`src/rtl/cdb_issue_scheduler.sv`:
```
// cdb_issue_scheduler: grants issue to int/ls/mult/div queues so each result gets a private CDB slot.
module cdb_issue_scheduler #(
  parameter int INT_LAT    = 1,
  parameter int LS_LAT     = 2,
  parameter int MULT_LAT   = 4,
  parameter int DIV_LAT    = 8,
  parameter int STARVE_MAX = 3
) (
  input  logic       clk,
  input  logic       rst,
  input  logic       int_ready,
  input  logic       ls_ready,
  input  logic       mult_ready,
  input  logic       div_ready,
  output logic       int_issue,
  output logic       ls_issue,
  output logic       mult_issue,
  output logic       div_issue,
  output logic [3:0] cdb_sel,
  output logic       cdb_sel_valid,
  output logic       div_busy,
  output logic       starve_active
);
  localparam int SW = $clog2(STARVE_MAX + 1);
  localparam logic [SW-1:0] SMAX = SW'(STARVE_MAX);
  typedef struct packed {
    logic       v;
    logic [1:0] id;
  } slot_t;
  slot_t [DIV_LAT:0] owner_q, owner_d;
  logic [3:0] div_cnt_q, div_cnt_d;
  logic [SW-1:0] int_wait_q, int_wait_d, ls_wait_q, ls_wait_d;
  logic int_starve, ls_starve;
  assign int_starve = int_wait_q >= SMAX;
  assign ls_starve = ls_wait_q >= SMAX;
  assign starve_active = int_starve | ls_starve;
  assign div_busy = div_cnt_q != 4'd0;
  assign int_issue = int_ready & ~owner_q[INT_LAT].v & ~rst;
  assign ls_issue = ls_ready & ~owner_q[LS_LAT].v & ~int_starve & ~rst;
  assign mult_issue = mult_ready & ~owner_q[MULT_LAT].v & ~starve_active & ~rst;
  assign div_issue = div_ready & ~owner_q[DIV_LAT].v & ~starve_active & ~div_busy & ~rst;
  // The CDB select is a pure register decode, so ready inputs never reach it combinationally.
  assign cdb_sel = owner_q[0].v ? 4'b0001 << owner_q[0].id : 4'b0000;
  assign cdb_sel_valid = owner_q[0].v;
  always_comb begin
    owner_d = {3'b000, owner_q[DIV_LAT:1]};
    if (int_issue) owner_d[INT_LAT-1] = '{1'b1, 2'd0};
    if (ls_issue) owner_d[LS_LAT-1] = '{1'b1, 2'd1};
    if (mult_issue) owner_d[MULT_LAT-1] = '{1'b1, 2'd2};
    if (div_issue) owner_d[DIV_LAT-1] = '{1'b1, 2'd3};
    div_cnt_d = div_issue ? 4'(DIV_LAT - 1) : div_busy ? div_cnt_q - 4'd1 : div_cnt_q;
    int_wait_d = (int_ready & ~int_issue) ? (int_starve ? int_wait_q : int_wait_q + 1'b1) : '0;
    ls_wait_d = (ls_ready & ~ls_issue) ? (ls_starve ? ls_wait_q : ls_wait_q + 1'b1) : '0;
  end
  always_ff @(posedge clk) begin
    if (rst) begin
      owner_q <= '0;
      div_cnt_q <= '0;
      int_wait_q <= '0;
      ls_wait_q <= '0;
    end else begin
      owner_q <= owner_d;
      div_cnt_q <= div_cnt_d;
      int_wait_q <= int_wait_d;
      ls_wait_q <= ls_wait_d;
    end
  end
endmodule

```
`config.mk`:
```
export PLATFORM = sky130hd
export DESIGN_NAME = cdb_issue_scheduler
export DESIGN_NICKNAME = d
export VERILOG_FILES = /design/src/rtl/cdb_issue_scheduler.sv
export SDC_FILE = /design/constraint.sdc
export NUM_CORES = 1
export LEC_CHECK = 0
export BUFFER_PORTS_ARGS = -buffer_cell sky130_fd_sc_hd__buf_2
export CAP_MARGIN = 20
export CORE_MARGIN = 5
export CORE_UTILIZATION = 40
export CTS_BUF_LIST = sky130_fd_sc_hd__clkbuf_2 sky130_fd_sc_hd__clkbuf_4 sky130_fd_sc_hd__clkbuf_8
export CTS_CLUSTER_DIAMETER = 30
export DETAILED_ROUTE_END_ITERATION = 10
export PLACE_DENSITY_LB_ADDON = 0.08
export SLEW_MARGIN = 0
export SYNTH_ARGS = -nofsm -noshare
export SYNTH_HDL_FRONTEND = slang
export SYNTH_SLANG_ARGS = --single-unit
```
`constraint.sdc`:
```
create_clock -name clk -period 2.5 [get_ports clk]
set_clock_uncertainty 0.2 [all_clocks]
set_input_delay 0.25 -clock clk [delete_from_list [all_inputs] [get_ports clk]]
set_output_delay 0.25 -clock clk [all_outputs]
set_load 0.03 [all_outputs]
```
# After elaboration in Yosys (flattened, before gate mapping)
# Cells that the tools add are included.
[word_totals]
in_bits = 6
regBits = 35
word_cells = 72
output_inout_bits = 11
[op_classes]
n_shift = 1
bitwise = 27
reduce_logical = 8
n_lt_le_gt_ge = 2
addsub = 3
n_mux = 7
[op_table]
columns = ["cell", "n"]
rows = [
  ["3-bit two-way mux", 6],
  ["1-bit bitwise AND", 14],
  ["1-bit inverter", 12],
  ["2-bit OR reduction", 6],
  ["2-bit by 1-bit adder with 2-bit output (second input constant)", 2],
  ["2-bit greater-or-equal comparator (second input constant)", 2],
  ["4-bit two-way mux", 1],
  ["4-bit nonzero test", 1],
  ["1-bit by 2-bit << shifter with 4-bit output (first input constant)", 1],
  ["4-bit by 1-bit subtractor with 4-bit output (second input constant)", 1],
  ["2-bit nonzero test", 1],
  ["1-bit OR", 1],
]

# Logic depth before layout (Yosys ltp)
[logic_depth]
depth_word = 8
depth_mapped = 6
ltp_nobuf = 5

# Worst setup path after synthesis
# OpenSTA, ideal clock, no wires.
[synth_timing]
path_kind = "flip-flop to output port"
startpoint = "register int_wait_q[0]"
endpoint = "output port mult_issue"
stages_incl_launch_ff = 6
n_path_buf = 1
slack_ps = -42
t_arrival_ps = 2092
path_cell_list = "dfxtp_1 > ha_1 > buf_2 > nor2_2 > inv_1 > nor4b_1"
[synth_via]
elab_chain_len = 5
[synth_lines]
columns = ["item", "line", "source"]
rows = [
  ["from (decl)", "32", "logic [SW-1:0] int_wait_q, int_wait_d, ls_wait_q, ls_wait_d;"],
  ["from (signal assigned)", "64", "int_wait_q <= int_wait_d;"],
  ["2-bit greater-or-equal comparator", "34", "assign int_starve = int_wait_q >= SMAX;"],
  ["via int_starve", "33", "logic int_starve, ls_starve;"],
  ["1-bit OR", "36", "assign starve_active = int_starve | ls_starve;"],
  ["via starve_active", "22", "output logic starve_active"],
  ["1-bit inverter", "40", "assign mult_issue = mult_ready & ~owner_q[MULT_LAT].v & ~starve_active & ~rst;"],
  ["1-bit bitwise AND (2 in a row)", "40", ""],
  ["to (decl)", "17", "output logic mult_issue,"],
]
# The timed path passes the listed nets, and every way through them passes these cells.

# Final worst setup path
[layout_timing]
startpoint = "register div_cnt_q[0]"
endpoint = "output port div_issue"
[layout_via]
elab_chain_len = 4
[layout_lines]
columns = ["item", "line", "source"]
rows = [
  ["from (decl)", "31", "logic [3:0] div_cnt_q, div_cnt_d;"],
  ["from (signal assigned)", "63", "div_cnt_q <= div_cnt_d;"],
  ["4-bit nonzero test", "37", "assign div_busy = div_cnt_q != 4'd0;"],
  ["1-bit inverter", "41", "assign div_issue = div_ready & ~owner_q[DIV_LAT].v & ~starve_active & ~div_busy & ~rst;"],
  ["1-bit bitwise AND (2 in a row)", "41", ""],
  ["to (decl)", "18", "output logic div_issue,"],
]
# Every way passes these cells.

==> results.json <==
{
  "drt_iter0_drc": 8,
  "hold_viol": 0,
  "vias": 622,
  "synth.area.top_cells": "dfxtp_1 50%, nor2_1 6.3%, ha_1 5.6%",
  "n_fill_cell": 230,
  "period_needed_ns": 2.344,
  "grt_antenna_before_repair": 0,
  "yosysTopAreaCell": "dfxtp_1",
  "cts_buffers": 3,
  "fmax_mhz": 426.6,
  "end_kind": "primary output",
  "initial_core_util_pct": 40.89,
  "ant_nets": 0,
  "cts_tree": "done",
  "gr-total-overflow": 0,
  "setup_tns_ns": 0,
  "ys.warnings.count": 0,
  "cap_violations": 0,
  "crit_arrival_ns": 1.89,
  "wirelength_mm": 1.392,
  "synth_ff_type": "dfxtp_1",
  "power_uw": 795.5,
  "worst_slew_pin_slew_ns": 0.4254,
  "cp_slowest_cell": "or3b_1",
  "area_growth_pct": 14.67,
  "path_max_fanout": 6,
  "postSynthAreaPerCell_um2": 10.08,
  "crit_path_max_incr_delay_ns": 0.48,
  "ys_seq_area_share_pct": 49.65,
  "dr.pass1.iters": 4,
  "synthArstFlopShare_pct": 0,
  "critPathLaunchType": "register",
  "fin_nets": 116,
  "path_cells": "inv_1 > ha_1 > or3b_1 > nor4b_2 > buf_2",
  "vias_per_cell": 4.712,
  "critical_path_class": "reg -> out",
  "hold_path.class": "in -> reg",
  "dieHeight_um": 57.10,
  "drv_slew": 0,
  "cp_num_buf_inv": 2,
  "status": "complete, no violations",
  "htreeDepth": 1,
  "drive_gt1_share_pct": 23.08,
  "relSlewSlack_pct": 71.64,
  "synth_seq_cells": 22,
  "antennaDiodeCount": 0,
  "portBuffers": 16,
  "clk_pin_slew_ns": 0.11,
  "synthDistinctLibCells": 27,
  "hpwlAfterDp_mm": 1.060,
  "power.density_nw_per_um2": 782.0,
  "place.gp.congestion": 0.7506,
  "fin_crit_sh_pct": 93.77,
  "synth_cells": 88,
  "grt_start_max_net_pins": 25,
  "required_ns": 2.05,
  "clock_sinks": 22,
  "synthesis.area_um2": 887.1,
  "die_width_um": 57.10,
  "final_common_cell": "dfxtp_1",
  "root_buffer": "clkbuf_4",
  "grt_usage_pct": 9.023,
  "route.detailed.drc": 0,
  "worst_slack_ns": 0.1557,
  "grt_pass1_vias": 523,
  "mostFrequentLayoutCells": "22 x dfxtp_1, 16 x buf_2, 15 x nor2_1",
  "core_um2": 2170,
  "synth_top_area_share_pct": 49.65,
  "critical_path.top_delay_family": "simple AND/OR/NAND/NOR gates",
  "grt_setup_unrepaired": "no",
  "clock_latency_ns": 0.29,
  "setup_viol": 0,
  "rows": 17,
  "clock_path_buffers": 2,
  "ir_worst_vdd_v": 0.0005259,
  "syn-num-nets": 98,
  "grt_pass1_wl_mm": 2.256,
  "dp_slack_ns": 0.4980,
  "ioPinCount": 17,
  "synth-edff-count": 0,
  "wl_per_cell_um": 10.55,
  "dieArea_um2": 3260,
  "leakage_uw": 0.0004661
}
-- layer usage --
layer	vias to the layer above	part of all wire, %	track usage (%)
li1	327	-	-
met1	279	50	11.23
met2	12	42	12.89
met3	4	6.2	4.751
met4	0	1.8	3.974
met5	-	0	0
-- final timing paths --
check	slack, ns	to	depth (start not counted)	startpoint
worst max-delay path	0.16	div_issue	5	div_cnt_q[0]
worst min-delay path	0.02	owner_d[8]	3	mult_ready
worst max register to register	0.61	div_cnt_q[1]	5	div_cnt_q[0]
worst min register to register	0.23	owner_q[0]	1	owner_q[3]
-- through the flow --
stage	cells	hold WS [ns]	cell area, µm²	util (%)
2_1_floorplan	88	0.1658	893.4	-
3_3_place_gp	128	0.2122	984.7	45.39
3_5_place_dp	128	0.2107	984.7	45.39
4_1_cts	132	0.008309	1017	46.89
5_1_grt	132	0.01709	1017	46.89
6_report	132	0.02447	1017	46.89
-- cell usage after synthesis (all sizes together), types with 2 or more instances --
| master | number |
|---|---|
| nor2 | 16 |
| clkbuf | 2 |
| inv | 5 |
| nor3b | 2 |
| nor2b | 7 |
| xor2 | 2 |
| or3b | 2 |
| and2 | 2 |
| dfxtp | 22 |
| mux2i | 3 |
| nor4b | 4 |
| ha | 4 |
| a21oi | 6 |
| buf | 2 |
-- timing repair --
| action | 4_1_cts | 5_1_grt |
|---|---|---|
| hold endpoints to repair | 1 | 0 |
| hold buffers | 1 | 0 |
| buffers inserted | 0 | 0 |
| gates resized for setup | 0 | 0 |
-- kinds of logic (layout without fill, tap and decap cells) --
family,after synthesis,count (layout),share of synthesized area (%)
AO/OA/AOI/OAI,8,8,6.348
XOR/XNOR,3,3,2.962
adder cells (fa/ha/maj),4,4,5.642
buffers and inverters,9,25,4.795
flip-flops,22,22,49.65
multiplexers,4,4,4.654
AND/OR/NAND/NOR,38,38,25.95
-- sequential cells by signal, indices dropped and copies added, names as in the netlist --
register / cells
ls_wait_q: 2
int_wait_q: 2
owner_q: 8
owner_d: 5
div_cnt_q: 4
cdb_sel_valid: 1
-- where the power goes --
| group | switching (µW) | internal (µW) | leakage (µW) | total (µW) |
|---|---|---|---|---|
| Sequential | 24.4 | 391 | 0.000180 | 416 |
| Combinational | 134 | 95.6 | 0.000272 | 229 |
| Clock | 94.5 | 56.1 | 0.0000138 | 151 |
| Total | 253 | 543 | 0.000466 | 795 |
-- cell type report --
| class | count | area [µm²] | area share, % |
|---|---|---|---|
| Sequential cell | 22 | 440.4 | 43.30 |
| Multi-Input combinational cell | 57 | 410.4 | 40.34 |
| Timing Repair Buffer | 17 | 90.09 | 8.856 |
| Inverter | 5 | 18.77 | 1.845 |
| Tap cell | 28 | 35.03 | 3.444 |
| Clock buffer | 3 | 22.52 | 2.214 |
-- tightest hold or removal path: cells and delay by family --
family,cells,cell delay (ns)
simple gates,1,0.09
buf+inv,1,0.08
compound gates,1,0.06
Note: power is estimated with default switching activity, not from simulation.
